$ cat src/rtl/sdram_pkg.sv
// Shared SDRAM types: command encoding, {bank,row,col} address layout and client port index.
package sdram_pkg;

  localparam int unsigned BANK_W     = 2;
  localparam int unsigned ROW_W      = 13;
  localparam int unsigned COL_W      = 9;
  localparam int unsigned ADDR_W     = BANK_W + ROW_W + COL_W;
  localparam int unsigned PORT_IDX_W = 2;

  typedef enum logic [2:0] {
    CMD_NOP,
    CMD_ACTIVE,
    CMD_READ,
    CMD_WRITE,
    CMD_PRECHARGE,
    CMD_REFRESH,
    CMD_LOAD_MODE
  } sdram_cmd_e;

  typedef struct packed {
    logic [BANK_W-1:0] bank;
    logic [ROW_W-1:0]  row;
    logic [COL_W-1:0]  col;
  } sdram_addr_t;

  typedef logic [PORT_IDX_W-1:0] port_idx_t;

endpackage

$ cat src/rtl/sdram_tag_fifo.sv
// Small FIFO of read-owner tags; DEPTH must be a power of two (>= 2) so pointers wrap freely.
module sdram_tag_fifo #(
  parameter int unsigned WIDTH = 2,
  parameter int unsigned DEPTH = 2
) (
  input  logic                   clk,
  input  logic                   rst,
  input  logic                   push,
  input  logic                   pop,
  input  logic [WIDTH-1:0]       wdata,
  output logic [WIDTH-1:0]       rdata,
  output logic                   full,
  output logic                   empty,
  output logic [$clog2(DEPTH):0] count
);

  localparam int unsigned PTR_W = $clog2(DEPTH);
  localparam int unsigned CNT_W = $clog2(DEPTH) + 1;

  logic [WIDTH-1:0] mem [DEPTH];
  logic [PTR_W-1:0] wr_ptr;
  logic [PTR_W-1:0] rd_ptr;
  logic             do_push;
  logic             do_pop;

  // A pop frees a slot in the same cycle, so a full FIFO can still accept a push.
  assign do_pop  = pop & ~empty;
  assign do_push = push & (~full | do_pop);
  assign full    = (count == CNT_W'(DEPTH));
  assign empty   = (count == '0);
  assign rdata   = mem[rd_ptr];

  always_ff @(posedge clk) begin
    if (do_push) mem[wr_ptr] <= wdata;
  end

  always_ff @(posedge clk or posedge rst) begin
    if (rst) begin
      wr_ptr <= '0;
      rd_ptr <= '0;
      count  <= '0;
    end else begin
      if (do_push) wr_ptr <= wr_ptr + 1'b1;
      if (do_pop)  rd_ptr <= rd_ptr + 1'b1;
      case ({do_push, do_pop})
        2'b10:   count <= count + CNT_W'(1);
        2'b01:   count <= count - CNT_W'(1);
        default: count <= count;
      endcase
    end
  end

endmodule

$ cat src/rtl/sdram_arbiter.sv
// Multi-client SDRAM request arbiter with a single hold register and in-order read-return routing.
// Define SDRAM_ARB_FIXED_PRIO_EN for fixed lowest-port-first priority instead of round-robin.
module sdram_arbiter
  import sdram_pkg::*;
#(
  parameter int unsigned NUM_PORTS  = 2,
  parameter int unsigned ADDR_WIDTH = 24,
  parameter int unsigned BUS_WIDTH  = 16,
  parameter int unsigned TAG_DEPTH  = 2
) (
  input  logic                            clk_i,
  input  logic                            rst_i,
  input  logic [NUM_PORTS-1:0]            req_valid_i,
  input  logic [NUM_PORTS-1:0]            req_we_i,
  input  logic [NUM_PORTS*ADDR_WIDTH-1:0] req_addr_i,
  input  logic [NUM_PORTS*BUS_WIDTH-1:0]  req_wdata_i,
  output logic [NUM_PORTS-1:0]            req_ready_o,
  output logic [NUM_PORTS-1:0]            rsp_valid_o,
  output logic [BUS_WIDTH-1:0]            rsp_data_o,
  input  logic                            ctrl_enabled_i,
  input  logic                            ctrl_ready_i,
  output logic [ADDR_WIDTH-1:0]           ctrl_addr_o,
  output logic                            ctrl_r_valid_o,
  output logic                            ctrl_w_valid_o,
  output logic [BUS_WIDTH-1:0]            ctrl_write_o,
  input  logic                            ctrl_r_valid_i,
  input  logic [BUS_WIDTH-1:0]            ctrl_read_i,
  output logic                            error_o
);

  localparam int unsigned CNT_W     = $clog2(TAG_DEPTH) + 1;
  localparam port_idx_t   LAST_PORT = port_idx_t'(NUM_PORTS - 1);

  logic                  hold_valid;
  logic                  hold_we;
  logic [ADDR_WIDTH-1:0] hold_addr;
  logic [BUS_WIDTH-1:0]  hold_wdata;
  port_idx_t             hold_port;
  port_idx_t             rr_ptr;
  port_idx_t             grant;
  port_idx_t             tag_out;
  logic                  grant_valid;
  logic                  grant_we;
  logic [ADDR_WIDTH-1:0] grant_addr;
  logic [BUS_WIDTH-1:0]  grant_wdata;
  logic                  accept;
  logic                  ctrl_hs;
  logic                  read_block;
  logic                  tag_push;
  logic                  tag_full;
  logic                  tag_empty;
  logic [CNT_W-1:0]      tag_count;
  int unsigned           best_off;
  int unsigned           off;

  // Grant selection: valid port closest to rr_ptr going upward (or lowest index when fixed).
  always_comb begin
    grant_valid = 1'b0;
    grant       = '0;
    best_off    = NUM_PORTS;
    off         = 0;
`ifdef SDRAM_ARB_FIXED_PRIO_EN
    for (int i = NUM_PORTS - 1; i >= 0; i--) begin
      if (req_valid_i[i]) begin
        grant_valid = 1'b1;
        grant       = port_idx_t'(i);
      end
    end
`else
    for (int j = 0; j < NUM_PORTS; j++) begin
      off = (32'(j) + NUM_PORTS - 32'(rr_ptr)) % NUM_PORTS;
      if (req_valid_i[j] && (off < best_off)) begin
        best_off    = off;
        grant_valid = 1'b1;
        grant       = port_idx_t'(j);
      end
    end
`endif
  end

  always_comb begin
    grant_we    = 1'b0;
    grant_addr  = '0;
    grant_wdata = '0;
    for (int i = 0; i < NUM_PORTS; i++) begin
      if (grant == port_idx_t'(i)) begin
        grant_we    = req_we_i[i];
        grant_addr  = req_addr_i[i*ADDR_WIDTH +: ADDR_WIDTH];
        grant_wdata = req_wdata_i[i*BUS_WIDTH +: BUS_WIDTH];
      end
    end
  end

  // Read blocking uses the registered tag count; a same-cycle return does not unblock.
  assign read_block = (tag_count == CNT_W'(TAG_DEPTH));
  assign accept     = ~rst_i & ctrl_enabled_i & ~hold_valid & grant_valid
                    & ~(~grant_we & read_block);

  always_comb begin
    req_ready_o = '0;
    for (int i = 0; i < NUM_PORTS; i++) begin
      req_ready_o[i] = accept & (grant == port_idx_t'(i));
    end
  end

  assign ctrl_addr_o    = hold_addr;
  assign ctrl_write_o   = hold_wdata;
  assign ctrl_r_valid_o = hold_valid & ~hold_we;
  assign ctrl_w_valid_o = hold_valid & hold_we;
  assign ctrl_hs        = ctrl_ready_i & hold_valid;
  assign tag_push       = ctrl_ready_i & ctrl_r_valid_o & ~tag_full;

  always_ff @(posedge clk_i or posedge rst_i) begin
    if (rst_i) begin
      hold_valid <= 1'b0;
      hold_we    <= 1'b0;
      hold_addr  <= '0;
      hold_wdata <= '0;
      hold_port  <= '0;
      rr_ptr     <= '0;
    end else begin
      if (ctrl_hs) hold_valid <= 1'b0;
      if (accept) begin
        hold_valid <= 1'b1;
        hold_we    <= grant_we;
        hold_addr  <= grant_addr;
        hold_wdata <= grant_wdata;
        hold_port  <= grant;
        rr_ptr     <= (grant == LAST_PORT) ? '0 : grant + 1'b1;
      end
    end
  end

  sdram_tag_fifo #(
    .WIDTH ($bits(port_idx_t)),
    .DEPTH (TAG_DEPTH)
  ) u_tag_fifo (
    .clk   (clk_i),
    .rst   (rst_i),
    .push  (tag_push),
    .pop   (ctrl_r_valid_i),
    .wdata (hold_port),
    .rdata (tag_out),
    .full  (tag_full),
    .empty (tag_empty),
    .count (tag_count)
  );

  // Read return: route to the oldest tag, or flag an orphan return.
  always_ff @(posedge clk_i or posedge rst_i) begin
    if (rst_i) begin
      rsp_valid_o <= '0;
      rsp_data_o  <= '0;
      error_o     <= 1'b0;
    end else begin
      rsp_valid_o <= '0;
      if (ctrl_r_valid_i) begin
        if (tag_empty) begin
          error_o <= 1'b1;
        end else begin
          rsp_data_o <= ctrl_read_i;
          for (int i = 0; i < NUM_PORTS; i++) begin
            if (tag_out == port_idx_t'(i)) rsp_valid_o[i] <= 1'b1;
          end
        end
      end
    end
  end

endmodule

$ cat config.mk
export PLATFORM = sky130hd
export DESIGN_NAME = sdram_arbiter
export DESIGN_NICKNAME = d
export VERILOG_FILES = /design/src/rtl/sdram_pkg.sv /design/src/rtl/sdram_tag_fifo.sv /design/src/rtl/sdram_arbiter.sv
export SDC_FILE = /design/constraint.sdc
export NUM_CORES = 1
export LEC_CHECK = 0
export CAP_MARGIN = 20
export CORE_MARGIN = 2
export CORE_UTILIZATION = 35
export DETAILED_ROUTE_END_ITERATION = 6
export GPL_TIMING_DRIVEN = 0
export PLACE_DENSITY = 0.71
export SYNTH_ARGS = -nofsm -noshare
export SYNTH_HDL_FRONTEND = slang
export SYNTH_HIERARCHICAL = 1
export SYNTH_SLANG_ARGS = --single-unit
$ cat constraint.sdc
create_clock -name clk_i -period 3.1 [get_ports clk_i]
set_input_delay 0.31 -clock clk_i [delete_from_list [all_inputs] [get_ports clk_i]]
set_output_delay 0.31 -clock clk_i [all_outputs]
set_load 0.01 [all_outputs]
==> impl_metrics.json <==
{
  "combPwrFrac_pct": 45.4,
  "wire_per_inst_um": 15.14,
  "synthDominantAreaCellType": "dfrtp_1",
  "maximum_number_of_pins_on_one_net_before_global_route_repair": 34,
  "flow.area_growth_from_synthesis_pct": 58.79,
  "fp.dieArea_um2": 10820,
  "timing.max_slew.rel_slack_pct": 53.69,
  "run_status": "finished, final reports clean",
  "postSynthCellCount": 227,
  "powerDensity_nw_per_um2": 752.5,
  "syn_area_cell_um2": 15.42,
  "die-height_um": 104.0,
  "cts.root.buffer_cell": "clkbuf_8",
  "cts-buffers-inserted": 9,
  "ys_ff_latch": 71,
  "min-delay-path-class": "input pin to asynchronous set/reset pin",
  "timing.final.crit_period_ns": 2.307,
  "coreArea_um2": 9729,
  "grt_first_pass_wirelength_um": 13720,
  "finish.net_count": 513,
  "via_count": 2459,
  "vdd_ir_drop_max_v": 0.0003344,
  "setup_viol_count_final": 0,
  "worst_hold_margin_ns": 0.2392,
  "cts_tree": "yes",
  "intPower_uw": 2965,
  "final_antenna_net_count": 0,
  "p_seq_share_pct": 37.1,
  "placed_cell_area_um2": 5363,
  "pwr-share-clk_pct": 17.5,
  "gp_congestion": 0.7452,
  "viasPerCell": 4.512,
  "post-dp-hpwl_um": 6355,
  "diodes": 0,
  "p_sw_share_pct": 29.12,
  "compound_cell_area_share_of_the_yosys_netlist_pct": 3.431,
  "drive_gt1_share_pct": 31.80,
  "port-buffer-count": 167,
  "synthXorXnorAreaFrac_pct": 1.251,
  "cap_viol_max_count": 0,
  "p_sw_uw": 1218,
  "die_w_um": 104.0,
  "worst-slew-pin-transition_ns": 0.6937,
  "ys_top_cells_by_area": "dfrtp_1 48%, mux2_2 19%, mux2_4 17%",
  "synth.top_cell.area_share_pct": 47.89,
  "design.portCount": 168,
  "clkSlewWorstSetupHoldPaths_ns": 0.09,
  "synth_fa_ha_area_share_pct": 0.3574,
  "initial_utilization_pct": 35.98,
  "min_period_over_period_pct": 74.41,
  "h-tree-depth": 3,
  "grt_use_met1_pct": 19.50,
  "cp.arrival_ns": 2.00,
  "postRouteWirelength_um": 8254,
  "grt_overflow_total": 0,
  "grt_setup_unrepaired": "false",
  "combinational_family_with_the_most_area_after_synthesis": "multiplexers",
  "insertion_delay_of_the_later_clocked_pin_in_the_worst_skew_pair_ns": 0.34,
  "startpoint_type": "input pin",
  "path_max_fanout": 5,
  "synth.distinct_cells": 34,
  "drt_iter0_markers": 33,
  "synth_mux_area_share_pct": 35.99,
  "groute.layer.met2.usage_pct": 26.46,
  "leakage_uw": 0.002310,
  "detailedRoute.firstPassIterationCount": 4,
  "fill_cells": 835,
  "finalSetupTns_ns": 0,
  "syn-cell-area_um2": 3501,
  "hold_buffers": 0,
  "met3_use_gr_pct": 6.015,
  "dr_drc_count": 0,
  "cp_data_required_time_ns": 2.79,
  "numClockSinks": 71,
  "fmax_ghz": 0.4335,
  "final_design_area_no_fill_um2": 5559,
  "area_share_of_and_or_nand_nor_cells_after_synthesis_pct": 3.896,
  "initial_antenna_violation_count": 0,
  "endpoint_kind": "output port",
  "crit_type": "input pin to output port",
  "number_of_hold_violations_in_the_final_report": 0,
  "reg2reg_depth": 5,
  "clk_path_buf_depth": 2,
  "postCtsSetupBuffers": 0,
  "globalRouteTotalUtil_pct": 16.05,
  "timing.final.max_slew_violations": 0,
  "ys_warn_count": 6,
  "number_of_global_route_vias_before_repair": 2705,
  "synth_sequential_area_ratio_pct": 51.32,
  "worst_clock_skew_ns": 0.01496,
  "std_cell_rows": 36,
  "busiest_layer": "met2",
  "cts_resized": 0
}
-- power by group through the flow --
stage | Clock, uW | Combinational [uW] | Sequential, uW
after floorplan | 0 | 774 | 1710
after global placement | 0 | 1890 | 1550
after detailed placement | 0 | 1920 | 1560
after CTS | 758 | 1930 | 1550
after global routing | 801 | 2030 | 1600
final | 732 | 1900 | 1550
-- critical path, cell delays in order --
cell,delay (ns)
clkdlybuf4s50_1,0.46
nor2_1,0.19
o211a_1,0.26
nand2_1,0.10
a21oi_1,0.12
clkdlybuf4s50_1,0.56
-- cell type report --
type	count	area (um2)	area share (%)
clock inverter	6	68.82	1.238
clock buffer	10	127.6	2.296
multi-input combinational	142	1580	28.43
sequential	71	1797	32.32
tap	133	166.4	2.993
inverter	5	18.77	0.3376
timing repair buffer	168	1692	30.43
buffer	10	108.9	1.958
-- cells in the mapped netlist --
master	count
buf_2	5
mux2_4	39
conb_1	1
nand2b_4	1
inv_1	5
a21oi_1	2
a21o_2	1
a21o_1	3
edfxtp_1	4
nor2_1	6
xor2_1	2
a22o_1	1
o21ai_0	2
o211a_1	1
o2bb2ai_1	1
o21ai_4	1
nor2b_2	1
ha_1	1
and3b_1	1
o211ai_1	1
mux2i_1	1
nand2b_1	2
dfrtp_1	67
o211a_4	1
nand2_1	2
xnor2_1	3
and2_1	1
mux2_2	59
nor3b_1	2
buf_12	4
or3b_4	1
buf_1	1
nor2b_1	3
nand2_4	1
-- placed cells by master, fill, tap and decap left out, types with 2 or more instances in the layout --
cell type          n
a21oi_1            2
dfrtp_1           67
conb_1             2
edfxtp_1           4
inv_1              4
mux2_4            39
clkbuf_8           9
clkinv_4           2
nor2b_1            3
nand2_1            2
xnor2_1            3
mux2_2            59
xor2_1             2
nor3b_1            2
nand2b_1           2
clkdlybuf4s50_1  167
a21o_1             3
nor2_1             6
buf_12             5
buf_2              5
o21ai_0            2
-- registers in the layout, summed over array words and instances, names as in the netlist --
register,count
ctrl_addr_o,24
ctrl_write_o,16
error_o,1
hold_port,1
hold_valid,1
hold_we,1
rr_ptr,1
rsp_data_o,16
rsp_valid_o,2
u_tag_fifo/count,2
u_tag_fifo/mem,4
u_tag_fifo/rd_ptr,1
u_tag_fifo/wr_ptr,1
-- through the flow --
step                      setup WS, ns  util [%]  power (uW)  instances
after floorplan                  1.220         -        2483        228
after global placement        -0.03235     54.91        3446        528
after detailed placement        0.7861     55.12        3488        529
after CTS                       0.7842     57.14        4245        545
after global routing            0.6551     57.14        4431        545
final                           0.7933     57.14        4183        545
-- path summary, 6_finish.rpt --
path	start	slack (ns)	end
worst min-delay path	rst_i	0.24	u_tag_fifo/count[1]
worst max-delay path	rst_i	0.79	req_ready_o[0]
worst min register to register	u_tag_fifo/wr_ptr	0.50	u_tag_fifo/wr_ptr
max in group asynchronous	rst_i	2.03	rsp_data_o[5]
worst max register to register	rr_ptr[0]	1.23	ctrl_write_o[11]
min in group clk_i	u_tag_fifo/wr_ptr	0.50	u_tag_fifo/wr_ptr
-- per-layer routing --
metal  wire length, um  up-vias
met2              3980      105
met1              3502     1173
met4               125        0
met3               645        9
met5                 0        -
li1                  -     1172
-- cell families after synthesis --
logic type                 Yosys count
DFF                                 71
buffers and inverters               15
other                                1
xor gates and xnor gates             5
AOI/OAI and AO/OA                   14
and+or+nand+nor                     21
adders and majority gates            1
muxes                               99
No activity file was read; power rests on OpenSTA's default activity.
